<file path="src/rtl/stream_mux_pkg.sv">
// Shared constants for the round-robin stream multiplexer: default sizing,
// channel count and the select-mode encodings.
package stream_mux_pkg;

  localparam int unsigned DEF_SEL_W = 2;
  localparam int unsigned DEF_DW    = 8;
  localparam int unsigned CH        = 2**DEF_SEL_W;

  localparam logic MODE_RR    = 1'b0;
  localparam logic MODE_FIXED = 1'b1;

  typedef struct packed {
    logic                 vld;
    logic [DEF_SEL_W-1:0] idx;
  } grant_t;

endpackage

</file>
<file path="src/rtl/stream_mux_rr_arbiter.sv">
// Combinational round-robin arbiter: rotate requests so the pointer sits at
// bit 0, pick the lowest set bit, then rotate the index back.
module rr_arbiter
  import stream_mux_pkg::*;
#(
  parameter  int SEL_W = DEF_SEL_W,
  localparam int NCH   = 2**SEL_W
) (
  input  logic [NCH-1:0]   req,
  input  logic [SEL_W-1:0] ptr,
  output logic [SEL_W-1:0] gnt_idx,
  output logic             gnt_vld
);

  logic [2*NCH-1:0] req_dbl;
  logic [NCH-1:0]   rot;
  logic [SEL_W-1:0] enc;

  // rotate / priority-encode / un-rotate; the index add wraps modulo NCH
  always_comb begin
    req_dbl = {req, req};
    rot     = req_dbl[ptr +: NCH];
    enc     = '0;
    for (int i = NCH - 1; i >= 0; i--) begin
      if (rot[i]) begin
        enc = SEL_W'(i);
      end else begin
        enc = enc;
      end
    end
    gnt_idx = enc + ptr;
    gnt_vld = |req;
  end

endmodule

</file>
<file path="src/rtl/stream_mux_rr.sv">
// 2**SEL_W : 1 valid/ready stream multiplexer with round-robin or fixed
// channel selection and a single registered output stage.
module stream_mux_rr
  import stream_mux_pkg::*;
#(
  parameter  int SEL_W = DEF_SEL_W,
  parameter  int DW    = DEF_DW,
  localparam int NCH   = 2**SEL_W
) (
  input  logic               clk,
  input  logic               rst,
  input  logic [NCH*DW-1:0]  in_data,
  input  logic [NCH-1:0]     in_valid,
  output logic [NCH-1:0]     in_ready,
  input  logic               mode,
  input  logic [SEL_W-1:0]   fix_sel,
  output logic [DW-1:0]      out_data,
  output logic               out_valid,
  input  logic               out_ready,
  output logic [SEL_W-1:0]   out_sel
);

  logic [SEL_W-1:0] ptr;
  logic [SEL_W-1:0] rr_idx;
  logic             rr_vld;
  logic [SEL_W-1:0] gnt_idx;
  logic             gnt_vld;
  logic             load_en;
  logic             xfer;
  logic [DW-1:0]    sel_data;

  rr_arbiter #(.SEL_W(SEL_W)) u_arb (
    .req     (in_valid),
    .ptr     (ptr),
    .gnt_idx (rr_idx),
    .gnt_vld (rr_vld)
  );

  // Grant source follows mode within the same cycle; the held beat is untouched.
  always_comb begin
    gnt_idx = '0;
    gnt_vld = 1'b0;
    case (mode)
      MODE_RR: begin
        gnt_idx = rr_idx;
        gnt_vld = rr_vld;
      end
      MODE_FIXED: begin
        gnt_idx = fix_sel;
        gnt_vld = in_valid[fix_sel];
      end
      default: begin
        gnt_idx = '0;
        gnt_vld = 1'b0;
      end
    endcase
  end

  assign load_en  = !out_valid || out_ready;
  assign xfer     = !rst && load_en && gnt_vld;
  assign sel_data = in_data[gnt_idx*DW +: DW];

  // Only the granted channel may see ready, and only when the stage can load.
  always_comb begin
    in_ready = '0;
    if (xfer) begin
      in_ready[gnt_idx] = 1'b1;
    end else begin
      in_ready = '0;
    end
  end

  // Output stage and round-robin pointer; a load while draining replaces the beat.
  always_ff @(posedge clk) begin
    if (rst) begin
      out_valid <= 1'b0;
      out_data  <= '0;
      out_sel   <= '0;
      ptr       <= '0;
    end else if (xfer) begin
      out_valid <= 1'b1;
      out_data  <= sel_data;
      out_sel   <= gnt_idx;
      if (mode == MODE_RR) begin
        ptr <= gnt_idx + SEL_W'(1);
      end else begin
        ptr <= ptr;
      end
    end else if (out_ready && out_valid) begin
      out_valid <= 1'b0;
    end else begin
      out_valid <= out_valid;
    end
  end

endmodule

</file>
<file path="config.mk">
export PLATFORM = sky130hd
export DESIGN_NAME = stream_mux_rr
export DESIGN_NICKNAME = d
export VERILOG_FILES = /design/src/rtl/stream_mux_pkg.sv /design/src/rtl/stream_mux_rr_arbiter.sv /design/src/rtl/stream_mux_rr.sv
export SDC_FILE = /design/constraint.sdc
export NUM_CORES = 1
export LEC_CHECK = 0
export CAP_MARGIN = 10
export CORE_MARGIN = 1.5
export CORE_UTILIZATION = 40
export CTS_CLUSTER_DIAMETER = 60
export DETAILED_ROUTE_END_ITERATION = 16
export GPL_TIMING_DRIVEN = 0
export PLACE_DENSITY = 0.91
export SLEW_MARGIN = 15
export SYNTH_ARGS = -nofsm -noshare
export SYNTH_HDL_FRONTEND = slang
export SYNTH_HIERARCHICAL = 1
export SYNTH_SLANG_ARGS = --single-unit
</file>
<file path="constraint.sdc">
create_clock -name clk -period 3.6 [get_ports clk]
set_clock_uncertainty 0.05 [all_clocks]
set_input_delay 0.72 -clock clk [delete_from_list [all_inputs] [get_ports clk]]
set_output_delay 0.72 -clock clk [all_outputs]
set_load 0.01 [all_outputs]
</file>
==> out/results.env, run 1 <==
CTS-ROOT-BUF='sky130_fd_sc_hd__clkbuf_4'
FLOORPLAN.DIE.HEIGHT_UM=56.1
YOSYSWARNINGCOUNT=6
SYNTH_AREA_MM2=0.00113
VIAS_PER_CELL=5.30
INITIAL_CORE_UTILIZATION=0.416
FINAL_CELL_AREA_MM2=0.00180
LAYOUT_COMMON_CELLS='48 x sky130_fd_sc_hd__clkdlybuf4s50_1, 20 x sky130_fd_sc_hd__mux2i_1, 13 x sky130_fd_sc_hd__dfxtp_1'
H-TREE-DEPTH=1
MAX-VDD-IR-DROP_uV=219
CLOCK_SLEW_SEEN_BY_THE_REGISTERS_OF_THE_WORST_SETUP_AND_HOLD_PATHS_NS=0.07
AREA_GROWTH_SYN_TO_LAYOUT_PCT=60.0
DRT_WIRELENGTH_MM=3.17
TRITONCTS='yes'
DRT_PASS1_ITERATIONS=4
GRT_PASS1_WL_MM=5.20
NUM-NETS-FINAL=241
TIMING.CRITICAL_PATH.FROM_TYPE='input port'
MOSTFREQUENTLAYOUTCELL='sky130_fd_sc_hd__clkdlybuf4s50_1'
GRT_START_MAX_NET_PINS=11
GPL.FINAL_WEIGHTED_CONGESTION=0.738
FINAL.MIN_CLOCK_PERIOD_NS=3.50
SYNTH_SEQUENTIAL_AREA_RATIO=0.231
HPWL_MM=2.39
NUMBER_OF_CORE_ROWS=19
P_TOTAL_mW=0.537
DRT.ANTENNA.VIOLATING_NETS=0
HP_CLASS='reg2reg'
FINALMAXSLEWVIOLATIONS=0
CTS_BUFFERS=3
STATUS='finished, final reports clean'
CP.ARRIVAL_NS=2.73
CRITICAL_PATH.ENDPOINT_TYPE='output pin'
CLOCK_INSERTION_DELAY_WORST_SKEW_NS=0.28
FLOORPLAN_DIE_WIDTH_UM=56.1
SETUP_WS_NS=0.0983
FIRST_ITER_VIOLATIONS=44
CRIT_PATH_MAX_FANOUT=6
MAX_SLEW.WORST_PIN.SLEW_NS=0.395
PLACE.PORT_BUFFERS=56
NUM_VIAS=1187
WORSTSETUPPATHTYPE='in2out'
DETAIL_ROUTE.WL_PER_CELL_UM=14.2
GR-TOTAL-OVERFLOW=0
DIODES=0
DESIGN.PORTCOUNT=57
DETAIL_ROUTE.DRC_VIOLATIONS=0
DRV_CAP=0
SYNTH_ENABLE_FLOP_CELLS=0
DETAILEDPLACE.WORSTSLACK_NS=-0.998
COREAREA_MM2=0.00271
MAX_FREQ_GHz=0.286
SYNTH.AVG_CELL_AREA_UM2=8.94
FIRST_GLOBAL_VIAS=1239
PWR_DENSITY_CELL_mW_PER_MM2=298
FINALSETUPVIOLCOUNT=0
PLACEDINSTANCEAREA_MM2=0.00173
DIE_AREA_MM2=0.00314
CLKSINKCOUNT=13
NET_COUNT_OF_THE_MAPPED_NETLIST=173
DRIVE_GT1_FRAC=0.233
ANTENNA_VIOLATIONS_BEFORE_REPAIR=0
CRIT_REQUIRED_NS=2.83
NUMBER_OF_HOLD_VIOLATIONS_IN_THE_FINAL_REPORT=0
TOTALNEGATIVESETUPSLACK_NS=0
YOSYS.CELL_TYPES.COUNT=31
SETUP.REG_TO_REG.WORST_SLACK_NS=0.93
GR-USAGE-ALL-LAYERS=0.207
LAYOUT.CORE_UTILIZATION=0.665
YS_ASYNC_SR_FRACTION=0
SYNTH_FLOP_CELL='sky130_fd_sc_hd__dfxtp_1'
POST_SYNTHESIS_REGISTER_BIT_COUNT=13
FIN_CRIT_SHARE=0.973
SLEW_HEADROOM=0.737
NETLIST_INSTANCES=126
LARGEST_BUFFER_COUNT_ON_ANY_CLOCK_PATH=2
POWER.LEAKAGE_nW=0.762
[routing by layer]
metal	GRT usage	routed length, um	vias to the layer above
met3	0.0488	222	9
li1	-	-	584
met4	0.105	76	0
met2	0.383	1680	52
met5	0	0	-
met1	0.214	1200	542
[worst max-delay path, cell delays in order]
cell,delay [ns]
sky130_fd_sc_hd__buf_2,0.14
sky130_fd_sc_hd__nor2b_2,0.17
sky130_fd_sc_hd__a21oi_2,0.12
sky130_fd_sc_hd__o22ai_1,0.10
sky130_fd_sc_hd__o21a_1,0.18
sky130_fd_sc_hd__ha_2,0.19
sky130_fd_sc_hd__xnor2_2,0.13
sky130_fd_sc_hd__xnor2_1,0.17
sky130_fd_sc_hd__mux2i_1,0.11
sky130_fd_sc_hd__buf_6,0.15
sky130_fd_sc_hd__ha_1,0.16
sky130_fd_sc_hd__and2_1,0.13
sky130_fd_sc_hd__dlygate4sd2_1,0.28
[area by class of cell]
class | instances | area [um2]
Sequential cell | 13 | 260
Buffer | 6 | 35.0
Inverter | 3 | 11.3
Fill cell | 229 | 908
Multi-Input combinational cell | 103 | 837
Timing Repair Buffer | 64 | 593
Clock buffer | 4 | 26.3
Tap cell | 31 | 38.8
[registers in the layout, indices dropped and copies added, names as in the netlist]
| register | flops |
|---|---|
| out_data | 8 |
| out_sel | 2 |
| out_valid | 1 |
| ptr | 2 |
[report_power, final]
| part | total, mW | switching (mW) | internal [mW] |
|---|---|---|---|
| Combinational | 0.272 | 0.112 | 0.160 |
| Clock | 0.0921 | 0.0490 | 0.0431 |
| Sequential | 0.173 | 0.0110 | 0.162 |
| Total | 0.537 | 0.172 | 0.366 |
[metrics by stage]
stage	std cells	hold slack [ns]
floorplan	126	0.463
global placement	213	0.489
detailed placement	213	0.493
CTS	224	0.506
global route	224	0.532
finish	224	0.492
[cells in the mapped netlist (all sizes together), types with 3 or more instances]
cell     n  area [um2]
nand2b   4        25.0
buf      4        41.3
a21oi    4        20.0
clkbuf   3        11.3
nor2b   12        75.1
mux2     9         101
and2     4        25.0
inv      3        11.3
dfxtp   13         260
ha       5        62.6
o21ai   22         136
nand2    6        22.5
mux2i   21         210
[path summary, 6_finish.rpt]
| path | startpoint | end | depth (start not counted) |
|---|---|---|---|
| max | in_valid[3] | in_ready[0] | 13 |
| min | out_valid | out_valid | 2 |
| max reg2reg | ptr[1] | out_data[5] | 14 |
| min reg2reg | out_valid | out_valid | 2 |
[logic make-up after synthesis]
| family | Yosys count | share of synthesized area |
|---|---|---|
| buffers and inverters | 10 | 0.0567 |
| xor gates and xnor gates | 2 | 0.0156 |
| adders and majority gates | 5 | 0.0556 |
| DFF | 13 | 0.231 |
| muxes | 30 | 0.277 |
| AOI/OAI and AO/OA | 33 | 0.197 |
| and+or+nand+nor | 33 | 0.168 |
[timing repair]
item | 4_1_cts | 5_1_grt
buffers inserted | 8 | 0
pin swaps | 3 | 2
setup endpoints to repair | 4 | 4
gates resized for setup | 27 | 9
gates cloned | 0 | 0
hold buffers | 0 | 0
No activity file was read; power rests on OpenSTA's default activity.
==> run 2, diff against run 1 <==
CORE_MARGIN = 2   (was 1.5)
==> run 2 against run 1 <==
Against the previous run: clock-buffer cell count stayed put; clock power is 3.5% lower; critical path type unchanged; sequential share of layout area barely moved.
==> out/results.env, run 2 (synthesis gave the netlist of run 1 again) <==
COREAREA_MM2=0.00271  # unchanged
GR-USAGE-ALL-LAYERS=0.210  # +0.00312
DRV_CAP=0  # unchanged
WORSTHOLDENDPOINT='out_valid'
GRT_PASS1_WL_MM=5.40  # +4.0%
HPWL_MM=2.45  # +2.6%
PWR_DENSITY_CELL_mW_PER_MM2=297  # -0.24%
NUMBER_OF_CORE_ROWS=19  # unchanged
WHS_NS=0.484  # -0.00794 ns
HP_CLASS='reg2reg'
AREA_GROWTH_SYN_TO_LAYOUT_PCT=60.4
NETSWITCHINGFRACTION=0.316  # -0.00387
FLOORPLAN.DIE.HEIGHT_UM=57.1  # +1.8%
PWR-SHARE-SEQ=0.323  # about the same
FINAL_CELL_AREA_MM2=0.00181  # +0.28%
GPL.FINAL_WEIGHTED_CONGESTION=0.673  # -8.8%
FINALMAXSLEWVIOLATIONS=0  # unchanged
LARGEST_BUFFER_COUNT_ON_ANY_CLOCK_PATH=2  # unchanged
REGMOSTFLOPS='out_data'
TRITONCTS='yes'
REG2REG_DEPTH=13  # -1
FLOORPLAN_DIE_WIDTH_UM=57.1  # +1.8%
WORST_MIN_DELAY_PATH_STARTPOINT='out_valid'
LAYOUT.CORE_UTILIZATION=0.667  # +0.00185
LAYOUT_COMMON_CELLS='48 x sky130_fd_sc_hd__clkdlybuf4s50_1, 20 x sky130_fd_sc_hd__mux2i_1, 13 x sky130_fd_sc_hd__dfxtp_1'
DRT_PASS1_ITERATIONS=4  # unchanged
DRT.ANTENNA.VIOLATING_NETS=0  # unchanged
NUM-NETS-FINAL=244  # +1.2%
DETAIL_ROUTE.DRC_VIOLATIONS=0  # unchanged
DRT_WIRELENGTH_MM=3.25  # +2.5%
NUMBER_OF_HOLD_VIOLATIONS_IN_THE_FINAL_REPORT=0  # unchanged
LARGEST_REGISTERS='out_data: 8 flops, out_sel: 2 flops, ptr: 2 flops'
CLOCK_INSERTION_DELAY_WORST_SKEW_NS=0.27  # about the same
ANTENNA_VIOLATIONS_BEFORE_REPAIR=0  # unchanged
CTS_HOLD_BUFFERS=0  # unchanged
SETUP.REG_TO_REG.WORST_SLACK_NS=0.98  # +0.05 ns
COMB_POWER_SHARE=0.512  # +0.006
MIN_DELAY_PATH_DEPTH=2  # unchanged
SETUP_WS_NS=0.0797  # -0.0186 ns
CLOCK_POWER_SHARE=0.165  # -0.007
CTS-ROOT-BUF='sky130_fd_sc_hd__clkbuf_4'
CLKSINKCOUNT=13  # unchanged
MAX_SLEW.WORST_PIN.SLEW_NS=0.405  # +0.00967 ns
CRITICAL_PATH.ENDPOINT_TYPE='output pin'
FIN_CRIT_SHARE=0.978  # +0.00517
DIODES=0  # unchanged
INITIAL_CORE_UTILIZATION=0.416  # unchanged
CRIT_PATH_MAX_FANOUT=6  # unchanged
GRT_START_MAX_NET_PINS=11  # unchanged
DETAIL_ROUTE.WL_PER_CELL_UM=14.3  # +1.2%
FIRST_GLOBAL_VIAS=1212  # -2.2%
STATUS='finished, final reports clean'
GR-TOTAL-OVERFLOW=0  # unchanged
MAX-VDD-IR-DROP_uV=239  # +8.9%
CP.ARRIVAL_NS=2.75  # +0.02 ns
CRIT-REG2REG-LAUNCH='ptr[1]'
DIE_AREA_MM2=0.00326  # +3.6%
INTERNAL_POWER_CONTRIBUTION_mW=0.368  # +0.60%
FINALSETUPVIOLCOUNT=0  # unchanged
H-TREE-DEPTH=1  # unchanged
SWITCHINGPOWER_mW=0.170  # -1.2%
CRIT_REQUIRED_NS=2.83  # about the same
FINAL.MIN_CLOCK_PERIOD_NS=3.52  # +0.0186 ns
MAX_FREQ_GHz=0.284  # -0.53%
TOTALNEGATIVESETUPSLACK_NS=0  # unchanged
VIAS_PER_CELL=5.18  # -2.3%
PLACE.PORT_BUFFERS=56  # unchanged
SLEW_HEADROOM=0.730  # -0.00645
NUM_VIAS=1175  # -1.0%
DRIVE_GT1_FRAC=0.230  # -0.00357
DESIGN.PORTCOUNT=57  # unchanged
TIMING.CRITICAL_PATH.FROM_TYPE='input port'
WORSTSETUPPATHTYPE='in2out'
UNREPAIRED_SETUP_ENDPOINTS_AFTER_GLOBAL_ROUTING='yes'
DETAILEDPLACE.WORSTSLACK_NS=-0.904  # +0.0942 ns
MAX_REG_FLOPS=8  # unchanged
PLACEDINSTANCEAREA_MM2=0.00173  # unchanged
CTS_BUFFERS=3  # unchanged
CLOCK_SLEW_SEEN_BY_THE_REGISTERS_OF_THE_WORST_SETUP_AND_HOLD_PATHS_NS=0.08  # about the same
POWER.LEAKAGE_nW=0.777  # +1.9%
FIRST_ITER_VIOLATIONS=25  # -43%
CRITICAL_PATH.REG2REG.ENDPOINT='out_data[0]'
MOSTFREQUENTLAYOUTCELL='sky130_fd_sc_hd__clkdlybuf4s50_1'
-- run 2: changes by cell type in the layout (fill, tap and decap cells not counted), sizes merged --
cell	before	now
buf	13	16
-- run 2: worst max-delay path by stage --
stage / end / slack [ns] / startpoint / cells past startpoint
2_1_floorplan: in_ready[2] / 0.38 / in_valid[3] / 13
3_5_place_dp: in_ready[2] / -0.90 / in_valid[2] / 15
4_1_cts: in_ready[0] / 0.002 / in_valid[0] / 14
5_1_grt: in_ready[0] / -0.03 / in_valid[3] / 14
6_report: in_ready[0] / 0.08 / in_valid[3] / 14
3_3_place_gp: in_ready[2] / -0.79 / in_valid[2] / 15
-- run 2: worst max-delay path: stages --
cell                              delay, ns
sky130_fd_sc_hd__buf_2                 0.14
sky130_fd_sc_hd__and2b_1               0.20
sky130_fd_sc_hd__nand2_1               0.07
sky130_fd_sc_hd__o211ai_1              0.11
sky130_fd_sc_hd__o21a_1                0.13
sky130_fd_sc_hd__ha_1                  0.20
sky130_fd_sc_hd__xnor2_2               0.14
sky130_fd_sc_hd__xnor2_1               0.13
sky130_fd_sc_hd__mux2i_1               0.10
sky130_fd_sc_hd__buf_6                 0.14
sky130_fd_sc_hd__buf_4                 0.13
sky130_fd_sc_hd__ha_1                  0.17
sky130_fd_sc_hd__and2_1                0.14
sky130_fd_sc_hd__clkdlybuf4s15_2       0.22
-- run 2: per-stage QoR --
step                power [mW]  instances
finish                   0.537        227
global route             0.572        227
global placement         0.423        213
floorplan                0.317        126
detailed placement       0.433        213
CTS                      0.533        226
-- run 2: final cells by class --
type	count	area [um2]
Buffer	6	35.0
Clock buffer	4	26.3
Fill cell	234	903
Inverter	3	11.3
Multi-Input combinational cell	103	820
Sequential cell	13	260
Tap cell	31	38.8
Timing Repair Buffer	67	616
-- run 2: what timing repair did --
| item | 4_1_cts | 5_1_grt |
|---|---|---|
| pin swaps | 2 | 3 |
| buffers inserted | 10 | 1 |
| resized for setup | 23 | 9 |
| setup endpoints to repair | 4 | 4 |
-- run 2: power groups by stage --
| stage | clock (mW) | sequential, mW | combinational [mW] |
|---|---|---|---|
| after floorplan | 0 | 0.183 | 0.135 |
| after global placement | 0 | 0.175 | 0.248 |
| after detailed placement | 0 | 0.176 | 0.257 |
| after CTS | 0.0895 | 0.173 | 0.271 |
| after global routing | 0.0998 | 0.175 | 0.297 |
| final | 0.0889 | 0.174 | 0.275 |
-- run 2: layer usage --
layer	track usage	share of wire	vias to the layer above
met1	0.220	0.39	533
met3	0.0612	0.066	6
met2	0.401	0.53	44
li1	-	-	592
met4	0.0664	0.011	0
met5	0	0	-
==> run 3, diff against run 2 <==
CORE_ASPECT_RATIO = 0.8   (was not set)
CORE_UTILIZATION = 41   (was 40)
CTS_BUF_LIST = sky130_fd_sc_hd__clkbuf_8   (was not set)
PLACE_DENSITY = 0.93   (was 0.91)
==> run 3 against run 2 <==
Against the previous run: clock power is 39% higher; flip-flop and latch count is the same; maximum frequency shrank 0.45%; core utilization increased by 5.9 points; largest power group unchanged; sequential share of layout area fell by 0.19 points; clock-buffer cell count decreased by 1; global-route usage increased by 3.1 points; setup slack worse by 0.016 ns; total power rose by 7.9%.
==> out/results.env, run 3 (synthesis gave the netlist of run 1 again) <==
FINAL.MIN_CLOCK_PERIOD_NS=3.54  # +0.0159 ns
CPMAXSTAGEDELAYCELL='sky130_fd_sc_hd__dlygate4sd2_1'
DIE_AREA_MM2=0.00318  # -2.2%
HPWL_MM=2.61  # +6.3%
WORSTSETUPPATHTYPE='in2out'
H-TREE-DEPTH=1  # unchanged
MAX_REG_FLOPS=8  # unchanged
SETUP.REG_TO_REG.WORST_SLACK_NS=0.74  # -0.24 ns
GR-USAGE-ALL-LAYERS=0.241  # +0.0305
MET3ROUTEDLENGTH_UM=283  # +32%
INITIAL_CORE_UTILIZATION=0.446  # +0.0309
NUMBER_OF_HOLD_VIOLATIONS_IN_THE_FINAL_REPORT=0  # unchanged
LAYOUT_COMMON_CELLS='48 x sky130_fd_sc_hd__clkdlybuf4s50_1, 20 x sky130_fd_sc_hd__mux2i_1, 13 x sky130_fd_sc_hd__dfxtp_1'
GR-TOTAL-OVERFLOW=0  # unchanged
MOSTFREQUENTLAYOUTCELL='sky130_fd_sc_hd__clkdlybuf4s50_1'
DRT.ANTENNA.VIOLATING_NETS=0  # unchanged
FINALMAXSLEWVIOLATIONS=0  # unchanged
DRV_CAP=0  # unchanged
CTS_BUFFERS=3  # unchanged
DRIVE_GT1_FRAC=0.232  # +0.00237
WORSTHOLDENDPOINT='out_valid'
CRIT_PATH_MAX_FANOUT=9  # +3
CELL_BY_CELL_TRACE_OF_THE_CRITICAL_PATH='buf_4, nand2_1, a21oi_2, o22ai_1, o21a_1, ha_2, xnor2_2, xnor2_1, mux2i_1, buf_6, ha_1, and2_1, dlygate4sd2_1'
DIODES=0  # unchanged
CLOCK_INSERTION_DELAY_WORST_SKEW_NS=0.23  # -0.04 ns
CRITICAL_PATH.REG2REG.ENDPOINT='out_data[4]'
SLEW_HEADROOM=0.726  # -0.00394
STATUS='finished, final reports clean'
REG2REG_DEPTH=14  # +1
CRITICAL_PATH.ENDPOINT_TYPE='output pin'
FINALSETUPVIOLCOUNT=0  # unchanged
DR.MAX_LAYER_USED='met4'
AREA_GROWTH_SYN_TO_LAYOUT_PCT=62.6
MAX_SLEW.WORST_PIN.SLEW_NS=0.411  # +0.00591 ns
CLOCK_SLEW_SEEN_BY_THE_REGISTERS_OF_THE_WORST_SETUP_AND_HOLD_PATHS_NS=0.05  # -0.03 ns
COREAREA_MM2=0.00252  # -6.9%
DETAIL_ROUTE.WL_PER_CELL_UM=15.6  # +8.9%
POWER.LEAKAGE_nW=0.785  # +0.98%
CRIT-REG2REG-LAUNCH='ptr[1]'
FIRST_GLOBAL_VIAS=1299  # +7.2%
CRIT_FAMILY='buffers and inverters'
REGMOSTFLOPS='out_data'
FLOORPLAN.DIE.HEIGHT_UM=50.9  # -11%
SETUP_WS_NS=0.0638  # -0.0159 ns
FIRST_ITER_VIOLATIONS=45  # +80%
NUM-NETS-FINAL=242  # -0.82%
CRITICAL_PATH_BUF_INV_COUNT=3  # -1
DETAILEDPLACE.WORSTSLACK_NS=-0.970  # -0.0657 ns
DR_WL_MET2_MM=1.91  # +11%
WORST_MIN_DELAY_PATH_STARTPOINT='out_valid'
DESIGN.PORTCOUNT=57  # unchanged
DRT_PASS1_ITERATIONS=5  # +1
DRT_WIRELENGTH_MM=3.59  # +10%
CP.ARRIVAL_NS=2.77  # +0.02 ns
GRT_PASS1_WL_MM=6.05  # +12%
PLACE.PORT_BUFFERS=56  # unchanged
LARGEST_REGISTERS='out_data: 8 flops, out_sel: 2 flops, ptr: 2 flops'
MAX-VDD-IR-DROP_uV=366  # +53%
NUMBER_OF_CORE_ROWS=16  # -3
WHS_NS=0.491  # +0.00714 ns
DETAIL_ROUTE.DRC_VIOLATIONS=0  # unchanged
FIN_CRIT_SHARE=0.982  # +0.00440
ANTENNA_VIOLATIONS_BEFORE_REPAIR=0  # unchanged
GPL.FINAL_WEIGHTED_CONGESTION=0.771  # +15%
CTS-ROOT-BUF='sky130_fd_sc_hd__clkbuf_8'
TRITONCTS='yes'
MAX_FREQ_GHz=0.283  # -0.45%
CRIT_REQUIRED_NS=2.83  # about the same
SLOWEST_DELAY_NS=0.27  # +0.05 ns
UNREPAIRED_SETUP_ENDPOINTS_AFTER_GLOBAL_ROUTING='no'
LARGEST_BUFFER_COUNT_ON_ANY_CLOCK_PATH=2  # unchanged
TIMING.CRITICAL_PATH.FROM_TYPE='input port'
PWR_DENSITY_CELL_mW_PER_MM2=317  # +6.5%
MIN_DELAY_PATH_DEPTH=2  # unchanged
CLKSINKCOUNT=13  # unchanged
NUM_VIAS=1249  # +6.3%
GRT_START_MAX_NET_PINS=11  # unchanged
HP_CLASS='reg2reg'
ROUTEDLENGTHMET1_MM=1.28  # +0.63%
FLOORPLAN_DIE_WIDTH_UM=62.6  # +9.7%
VIAS_PER_CELL=5.43  # +4.9%
CTS_HOLD_BUFFERS=0  # unchanged
-- run 3: cell type report --
cell class / count / area, um2
clock inverters: 1 / 3.75
plain buffers: 6 / 38.8
well taps: 36 / 45.0
clock buffers: 3 / 41.3
flip-flops and latches: 13 / 260
multi-input cells: 103 / 836
fillers: 218 / 692
inverters: 3 / 11.3
repair buffers: 65 / 594
-- run 3: timing repair --
action | CTS | global route
setup endpoints to repair | 4 | 4
setup buffers | 9 | 0
cloned | 0 | 0
gates resized for setup | 28 | 10
pin swaps | 2 | 4
-- run 3: worst max path at each step --
stage                     start           to  slack [ns]  cells past startpoint
finish              in_valid[2]  in_ready[1]        0.06                     13
global placement    in_valid[2]  in_ready[2]       -0.78                     15
CTS                 in_valid[3]  in_ready[3]       0.003                     14
floorplan           in_valid[3]  in_ready[2]        0.38                     13
global route        in_valid[3]  in_ready[1]      0.0006                     13
detailed placement  in_valid[2]  in_ready[3]       -0.97                     15
-- run 3: where the power goes --
group / total (mW) / switching [mW] / leakage, nW / internal (mW)
logic: 0.281 / 0.118 / 0.650 / 0.163
registers: 0.175 / 0.0122 / 0.107 / 0.163
clock network: 0.124 / 0.0489 / 0.0269 / 0.0751
total: 0.580 / 0.180 / 0.785 / 0.400
-- run 3: layer usage --
layer	track usage	vias to the layer above
li1	-	588
met1	0.231	588
met2	0.495	61
met3	0.0771	12
met4	0.0704	0
met5	0	-
-- run 3: worst register-to-register path: stages, from the launching register on --
cell	delay (ns)
sky130_fd_sc_hd__dfxtp_1	0.45
sky130_fd_sc_hd__nand2_1	0.13
sky130_fd_sc_hd__a21oi_2	0.16
sky130_fd_sc_hd__o22ai_1	0.11
sky130_fd_sc_hd__o21a_1	0.19
sky130_fd_sc_hd__ha_2	0.19
sky130_fd_sc_hd__xnor2_2	0.14
sky130_fd_sc_hd__xnor2_1	0.14
sky130_fd_sc_hd__mux2i_1	0.20
sky130_fd_sc_hd__buf_6	0.16
sky130_fd_sc_hd__buf_4	0.12
sky130_fd_sc_hd__buf_4	0.20
sky130_fd_sc_hd__mux2i_1	0.09
sky130_fd_sc_hd__mux2_2	0.29
sky130_fd_sc_hd__o21ai_1	0.16
-- run 3: through the flow --
| stage | power [mW] | TNS, ns | util | instances | instance area (um2) |
|---|---|---|---|---|---|
| 6_report | 0.580 | 0 | 0.726 | 230 | 1830 |
| 2_1_floorplan | 0.317 | 0 | - | 126 | 1130 |
| 3_3_place_gp | 0.422 | -3.03 | 0.687 | 218 | 1730 |
| 5_1_grt | 0.616 | 0 | 0.726 | 230 | 1830 |
| 3_5_place_dp | 0.435 | -3.78 | 0.687 | 218 | 1730 |
| 4_1_cts | 0.579 | 0 | 0.737 | 230 | 1860 |
